[src/rtl/hsstlp_cfg_pkg.sv]
// Shared definitions for the HSSTLP configuration-bus master: state codes,
// region map, bus widths and the read-modify-write merge rule.
package hsstlp_cfg_pkg;

   localparam int APB_ADDR_W = 16;
   localparam int APB_DATA_W = 8;

   localparam logic [2:0] ST_IDLE   = 3'd0;
   localparam logic [2:0] ST_SETUP  = 3'd1;
   localparam logic [2:0] ST_ACCESS = 3'd2;
   localparam logic [2:0] ST_MODIFY = 3'd3;
   localparam logic [2:0] ST_RESP   = 3'd4;

   localparam logic [3:0] REG_CH0  = 4'd0;
   localparam logic [3:0] REG_CH1  = 4'd1;
   localparam logic [3:0] REG_CH2  = 4'd2;
   localparam logic [3:0] REG_CH3  = 4'd3;
   localparam logic [3:0] REG_PLL0 = 4'd4;
   localparam logic [3:0] REG_PLL1 = 4'd5;

   // Mask bits set take the new value, cleared bits keep the value read back.
   function automatic logic [APB_DATA_W-1:0] rmw_merge(
      input logic [APB_DATA_W-1:0] old_val,
      input logic [APB_DATA_W-1:0] new_bits,
      input logic [APB_DATA_W-1:0] mask
   );
      return (old_val & ~mask) | (new_bits & mask);
   endfunction

endpackage

[src/rtl/hsstlp_apb_cfg_master.sv]
// Command-to-APB master for the HSSTLP p_cfg_* bus: single read, write or
// read-modify-write per command, with region guard and slave timeout.
module hsstlp_apb_cfg_master
   import hsstlp_cfg_pkg::*;
#(
   parameter int unsigned TIMEOUT_CYC = 255,
   parameter logic [3:0]  MAX_REGION  = REG_PLL1
) (
   input  logic                  p_cfg_clk,
   input  logic                  p_cfg_rst_n,
   input  logic                  cmd_valid,
   output logic                  cmd_ready,
   input  logic                  cmd_write,
   input  logic                  cmd_rmw,
   input  logic [APB_ADDR_W-1:0] cmd_addr,
   input  logic [APB_DATA_W-1:0] cmd_wdata,
   input  logic [APB_DATA_W-1:0] cmd_mask,
   output logic                  rsp_valid,
   input  logic                  rsp_ready,
   output logic [APB_DATA_W-1:0] rsp_rdata,
   output logic                  rsp_err,
   output logic                  p_cfg_psel,
   output logic                  p_cfg_enable,
   output logic                  p_cfg_write,
   output logic [APB_ADDR_W-1:0] p_cfg_addr,
   output logic [APB_DATA_W-1:0] p_cfg_wdata,
   input  logic                  p_cfg_ready,
   input  logic [APB_DATA_W-1:0] p_cfg_rdata
);

   localparam int unsigned CNT_W = (TIMEOUT_CYC < 2) ? 1 : $clog2(TIMEOUT_CYC + 1);
   localparam logic [CNT_W-1:0] TO_LAST = (TIMEOUT_CYC == 0) ? '0 : CNT_W'(TIMEOUT_CYC - 1);

   logic [2:0]            state_q, state_d;
   logic [CNT_W-1:0]      cnt_q, cnt_d;
   logic [APB_ADDR_W-1:0] addr_q, addr_d;
   logic [APB_DATA_W-1:0] wdata_q, wdata_d;
   logic [APB_DATA_W-1:0] mask_q, mask_d;
   logic [APB_DATA_W-1:0] rdata_q, rdata_d;
   logic                  wr_q, wr_d;
   logic                  rmw_q, rmw_d;
   logic                  pass2_q, pass2_d;
   logic                  err_q, err_d;
   logic                  psel_q, psel_d;
   logic                  enable_q, enable_d;
   logic                  pwrite_q, pwrite_d;
   logic                  cmd_ready_q, cmd_ready_d;
   logic                  rsp_valid_q, rsp_valid_d;

   always_comb begin
      state_d = state_q;
      cnt_d   = cnt_q;
      addr_d  = addr_q;
      wdata_d = wdata_q;
      mask_d  = mask_q;
      rdata_d = rdata_q;
      wr_d    = wr_q;
      rmw_d   = rmw_q;
      pass2_d = pass2_q;
      err_d   = err_q;

      case (state_q)
         ST_IDLE: begin
            if (cmd_valid && cmd_ready_q) begin
               addr_d  = cmd_addr;
               wdata_d = cmd_wdata;
               mask_d  = cmd_mask;
               wr_d    = cmd_write;
               rmw_d   = cmd_rmw;
               pass2_d = 1'b0;
               rdata_d = '0;
               cnt_d   = '0;
               if (cmd_addr[15:12] > MAX_REGION) begin
                  err_d   = 1'b1;
                  state_d = ST_RESP;
               end else begin
                  err_d   = 1'b0;
                  state_d = ST_SETUP;
               end
            end
         end
         ST_SETUP: state_d = ST_ACCESS;
         ST_ACCESS: begin
            if (p_cfg_ready) begin
               if (rmw_q && !pass2_q) begin
                  rdata_d = p_cfg_rdata;
                  state_d = ST_MODIFY;
               end else begin
                  if (!rmw_q && !wr_q) rdata_d = p_cfg_rdata;
                  state_d = ST_RESP;
               end
            end else if ((TIMEOUT_CYC != 0) && (cnt_q == TO_LAST)) begin
               // A stalled read pass of an RMW ends here too: no write pass follows.
               err_d   = 1'b1;
               rdata_d = '0;
               state_d = ST_RESP;
            end else begin
               cnt_d = cnt_q + 1'b1;
            end
         end
         ST_MODIFY: begin
            wdata_d = rmw_merge(rdata_q, wdata_q, mask_q);
            pass2_d = 1'b1;
            cnt_d   = '0;
            state_d = ST_SETUP;
         end
         ST_RESP: if (rsp_ready) state_d = ST_IDLE;
         default: state_d = ST_IDLE;
      endcase

      // Bus and handshake outputs are registered from the next state.
      psel_d      = (state_d == ST_SETUP) || (state_d == ST_ACCESS);
      enable_d    = (state_d == ST_ACCESS);
      pwrite_d    = psel_d && (pass2_d || (wr_d && !rmw_d));
      cmd_ready_d = (state_d == ST_IDLE);
      rsp_valid_d = (state_d == ST_RESP);
   end

   always_ff @(posedge p_cfg_clk or negedge p_cfg_rst_n) begin
      if (!p_cfg_rst_n) begin
         state_q     <= ST_IDLE;
         cnt_q       <= '0;
         addr_q      <= '0;
         wdata_q     <= '0;
         mask_q      <= '0;
         rdata_q     <= '0;
         wr_q        <= 1'b0;
         rmw_q       <= 1'b0;
         pass2_q     <= 1'b0;
         err_q       <= 1'b0;
         psel_q      <= 1'b0;
         enable_q    <= 1'b0;
         pwrite_q    <= 1'b0;
         cmd_ready_q <= 1'b0;
         rsp_valid_q <= 1'b0;
      end else begin
         state_q     <= state_d;
         cnt_q       <= cnt_d;
         addr_q      <= addr_d;
         wdata_q     <= wdata_d;
         mask_q      <= mask_d;
         rdata_q     <= rdata_d;
         wr_q        <= wr_d;
         rmw_q       <= rmw_d;
         pass2_q     <= pass2_d;
         err_q       <= err_d;
         psel_q      <= psel_d;
         enable_q    <= enable_d;
         pwrite_q    <= pwrite_d;
         cmd_ready_q <= cmd_ready_d;
         rsp_valid_q <= rsp_valid_d;
      end
   end

   assign cmd_ready    = cmd_ready_q;
   assign rsp_valid    = rsp_valid_q;
   assign rsp_rdata    = rdata_q;
   assign rsp_err      = err_q;
   assign p_cfg_psel   = psel_q;
   assign p_cfg_enable = enable_q;
   assign p_cfg_write  = pwrite_q;
   assign p_cfg_addr   = addr_q;
   assign p_cfg_wdata  = wdata_q;

endmodule

[config.mk]
export PLATFORM = sky130hd
export DESIGN_NAME = hsstlp_apb_cfg_master
export DESIGN_NICKNAME = d
export VERILOG_FILES = /design/src/rtl/hsstlp_cfg_pkg.sv /design/src/rtl/hsstlp_apb_cfg_master.sv
export SDC_FILE = /design/constraint.sdc
export NUM_CORES = 1
export LEC_CHECK = 0
export BUFFER_PORTS_ARGS = -buffer_cell sky130_fd_sc_hd__buf_2
export CORE_MARGIN = 2
export CORE_UTILIZATION = 50
export DETAILED_ROUTE_END_ITERATION = 8
export GPL_ROUTABILITY_DRIVEN = 0
export HOLD_SLACK_MARGIN = 0.15
export PLACE_DENSITY = 0.88
export SETUP_SLACK_MARGIN = 0.4
export SLEW_MARGIN = 20
export SYNTH_ARGS = -nofsm -noshare
export SYNTH_HDL_FRONTEND = slang
export SYNTH_SLANG_ARGS = --single-unit
[constraint.sdc]
create_clock -name p_cfg_clk -period 1.9 [get_ports p_cfg_clk]
set_clock_uncertainty 0.15 [all_clocks]
set_input_delay 0 -clock p_cfg_clk [delete_from_list [all_inputs] [get_ports p_cfg_clk]]
set_output_delay 0 -clock p_cfg_clk [all_outputs]
set_load 0.02 [all_outputs]
* Word level (Yosys, flattened, before mapping)
Cells that the tools add are included.
** Operators by class
- Add/sub/neg operators :: 1
- Equality and inequality tests :: 14
- Bitwise operators :: 4
- Reductions and logical operators :: 21
- Mux-type cells :: 29
- Magnitude comparators :: 1
** Operators with widths (count)
- two-way mux 8 bit :: 8
- case mux 8 bit (2 select lines) :: 2
- case mux 8 bit (3 select lines) :: 1
- two-way mux 3 bit :: 6
- AND 8 bit :: 2
- case mux 3 bit (5 select lines) :: 1
- AND reduction 4 bit :: 3
- equality test 3 x 2 -> 1 bit (second input constant) :: 3
- two-way mux 1 bit :: 9
- adder 8 x 1 -> 8 bit (second input constant) :: 1
- equality test 8 bit (second input constant) :: 1
- != test 2 bit (second input constant) :: 4
- NOT 8 bit :: 1
- bitwise OR 8 bit :: 1
- equality test 3 x 1 -> 1 bit (second input constant) :: 2
- equality test 3 bit (second input constant) :: 2
- logical NOT 3 bit :: 2
- logical AND 1 bit :: 5
- > comparator 4 x 3 -> 1 bit (second input constant) :: 1
- logical NOT 1 bit :: 4
- != test 4 bit (second input constant) :: 1
- case mux 1 bit (2 select lines) :: 2
- AND reduction 2 bit :: 2
- nonzero test 2 bit :: 2
- other kinds (3) :: 4
** Word-level totals
- Output and inout bits :: 38
- Register bits after elaboration :: 60
- Word-level logic and storage cells :: 85
- Input bits :: 47

* Longest topological paths before layout
- Word-level depth :: 8
- Mapped depth :: 6

* Least setup slack after synthesis
No wires, ideal clock.
- Path type :: register -> register
- Start point :: reg state_q[2]
- End point :: reg with a tool-made name
- Period minus slack after synthesis :: 1.769 ns
- Data required time :: 1.624 ns
- Path slack :: 0.131 ns
- Setup time :: 0.126 ns
- Cell stages (with the launch flop) :: 7
- Arrival :: 1.493 ns
- Path through :: dfrtp_1 buf_6 or4_4 buf_6 buf_2 o32ai_1 nor2_1
** RTL lines
- start: declaration :: line hsstlp_apb_cfg_master.sv:34 : logic [2:0] state_q, state_d;
- start signal: assignment :: line hsstlp_apb_cfg_master.sv:137 : state_q <= state_d;

* Worst setup path in the final report
- Start point :: reg state_q[1]
- End point :: reg rdata_q[2], in the netlist rsp_rdata[2]
** On the way
- Longest elaborated chain between the ends :: 3
- Elaborated cells between the ends (all ways) :: 8
- Classes of those cells :: eq/ne: 4; mux: 1; reduce/logical: 3
** Ends and longest elaborated chain
- equality test 3 x 2 -> 1 bit or logical NOT 3 bit (tied branches) :: line hsstlp_apb_cfg_master.sv:62 : case (state_q)
- != test 4 bit (no source line) (tied with other cells)
- AND reduction 4 bit (no source line)
- end signal: assignment :: line hsstlp_apb_cfg_master.sv:142 : rdata_q <= rdata_d;
- end: declaration :: line hsstlp_apb_cfg_master.sv:39 : logic [APB_DATA_W-1:0] rdata_q, rdata_d;
Several ways; a longest one is shown, not always the timed one.
A chain may end at the register's enable or synchronous reset.

==> summary.txt <==
Area delta synth->final = 64.9%
Status = finished clean
CP max FO = 8
Arrival time worst endpoint = 1.94 ns
Final-report hold violation count = 0
Crit start category = flop
Final #Nets = 496
Initial Util = 0.525
Flops & latches, synth = 60
Max IR drop VDD = 1.18 mV
Ys async rst share = 1.00
Most frequent cell after synthesis = nand2_1
Slowest CP cell = dfrtp_2
Multi-input logic area = 1400 um^2
CTS Sinks = 60
Synth top cells by count = 97 x nand2_1, 60 x dfrtp_1, 13 x a21oi_1, 11 x nor2_1, 9 x o32ai_1
Clock Root Buffer = clkbuf_8
Crit path cell chain = buf_4 -> nor3b_4 -> buf_4 -> o21ai_2 -> a32o_1
First-pass GRT wire length = 14900 um
Power Density = 1580 nW/um^2
I/O pins = 85
First-pass iteration count of the detailed router = 5
Initial antenna violation count = 0
Tot Pwr = 0.00707 W
Row cnt = 26
Core ar. = 5170 um^2
Crit end category = flop
Leakage = 2.18 nW
Vias = 3066
Quantity of I/O buffers inserted on ports = 84
Drt via density = 5.87
Final hold slack = 0.0702 ns
RSZ-0062 raised after global routing = yes
Leading post-synthesis cells by cell area = dfrtp_1 55%, nand2_1 13%, a32o_1 3.0%, o32ai_1 2.9%, a21oi_1 2.4%
Post-synth EDFFs = 0
Final WL = 11000 um
Placed Cells incl. Taps = 433
Top cell type's share of synthesized area = 0.553
Die H = 77.7 um
Pins over their slew limit = 0
Setup violations, final = 0
Hold_buf cts = 45
Pin count of the biggest net entering global routing = 36
Slew headroom = 0.565
Post-DP Area = 3330 um^2
Per-cell routed wire length = 21.1 um
Post-synthesis sequential area ratio = 0.553
Routed Antenna Nets = 0
TritonCTS clock tree = yes
H-tree levels = 3
Remaining DRCs = 0
Setup CP Type = flop to flop
Mapped cell area = 2710 um^2
GRT Total Usage = 0.325
Critical Path RT = 1.97 ns
Reg clk slew, reported paths = 0.07 ns
Die Area = 6030 um^2
TritonCTS Buffers = 9
Top FF cell, synth = dfrtp_1
Achievable Freq = 0.535 GHz
Final instance area = 4480 um^2
Max_cap viols = 0
Mapped Avg Cell Area = 9.83 um^2
Hpwl dp = 5020 um
CP dominant cell by count = buf_4
Transition time of the tightest slew-check pin = 0.652 ns
Syn_nets = 325
Synth Warn # = 0
Fillers = 236
Netlist cell types = 41
# diodes = 0
Sum Neg Setup Slack = 0 ns
Fraction of layout cells with a size suffix above 1 = 0.436
Mapped Cells = 276
Period utilization = 0.984
Fin crit period = 1.87 ns
Clk_lat worst skew = 0.34 ns
Layout Cells excl Fill = 522
Seq. cell area = 1510 um^2
Initial DRC Count = 366
Max incr delay on CP = 0.46 ns
Die Wd = 77.7 um
Vias in the first global route = 3064
Synth area leader = dfrtp_1
GR Overflow Total = 0
Clk buf depth = 2
Hold Crit Class = input port to asynchronous set/reset pin
power breakdown:
part           switching [W]  internal (W)  leakage, nW
Clock               0.000547      0.000606       0.0962
Sequential          0.000501       0.00182        0.754
Combinational        0.00210       0.00149         1.33
Total                0.00315       0.00392         2.18
layer usage:
metal  track usage  up-vias  part of all wire
met4         0.182        0             0.046
li1              -     1303                 -
met5             0        -                 0
met3        0.0709       49             0.083
met1         0.360     1491              0.35
met2         0.575      223              0.53
critical path: cells and delay by family, from the launching register on:
| kind | cells | cell delay, ns |
|---|---|---|
| DFF | 1 | 0.46 |
| and+or+nand+nor | 1 | 0.30 |
| AOI/OAI and AO/OA | 2 | 0.47 |
| buffers and inverters | 2 | 0.36 |
placed cells by master (no fill, tap or decap), types with 3 or more instances in the layout:
| cell type | instances |
|---|---|
| buf_2 | 84 |
| nand2_1 | 78 |
| dfrtp_1 | 56 |
| dlygate4sd3_1 | 45 |
| buf_4 | 29 |
| a21oi_1 | 12 |
| nand2_2 | 12 |
| nor2_1 | 11 |
| buf_6 | 11 |
| clkbuf_8 | 9 |
| o32ai_1 | 8 |
| a32o_1 | 8 |
| nand2_4 | 7 |
| mux2i_1 | 6 |
| nand2b_1 | 6 |
| nor4_2 | 5 |
| dfrtp_2 | 4 |
| inv_1 | 3 |
| nand3_1 | 3 |
| buf_8 | 3 |
area by class of cell:
type | count | share of cell area
flip-flops and latches | 60 | 0.337
repair buffers | 173 | 0.285
multi-input cells | 199 | 0.312
well taps | 70 | 0.0196
inverters | 4 | 0.00335
clock inverters | 6 | 0.0145
clock buffers | 10 | 0.0285
through the flow:
stage / setup WS [ns] / utilization
after floorplan: 0.189 / -
after global placement: 0.0928 / 0.644
after detailed placement: -0.000203 / 0.644
after CTS: 0.149 / 0.818
after global routing: 0.0272 / 0.865
final: 0.0308 / 0.865
cells by family (layout without fill, tap and decap cells):
family | count (synthesis) | count (layout) | share of synthesized area
AOI/OAI and AO/OA | 47 | 47 | 0.136
buffers and inverters | 17 | 193 | 0.0341
DFF | 60 | 60 | 0.553
adders and majority gates | 2 | 2 | 0.00922
muxes | 6 | 6 | 0.0221
and+or+nand+nor | 144 | 144 | 0.246
timing repair:
item / CTS / global route
buffers inserted: 16 / 11
gates resized for setup: 32 / 44
pin swaps: 9 / 28
setup endpoints to repair: 59 / 59
hold endpoints to repair: 112 / 26
gates cloned: 1 / 0
path summary, 6_finish.rpt:
| kind | start | end | slack (ns) | cells past startpoint |
|---|---|---|---|---|
| setup / recovery | state_q[1] | rsp_rdata[2] | 0.03 | 5 |
| hold / removal | p_cfg_rst_n | cmd_ready | 0.07 | 2 |
| setup reg to reg | state_q[1] | rsp_rdata[2] | 0.03 | 5 |
| hold reg to reg | p_cfg_addr[0] | p_cfg_addr[0] | 0.34 | 2 |
| max in group asynchronous | p_cfg_rst_n | asynchronous set/reset pin | 0.93 | 3 |
| min in group p_cfg_clk | cmd_valid | pass2_q | 0.07 | 4 |
Note: power is estimated with default switching activity, not from simulation.
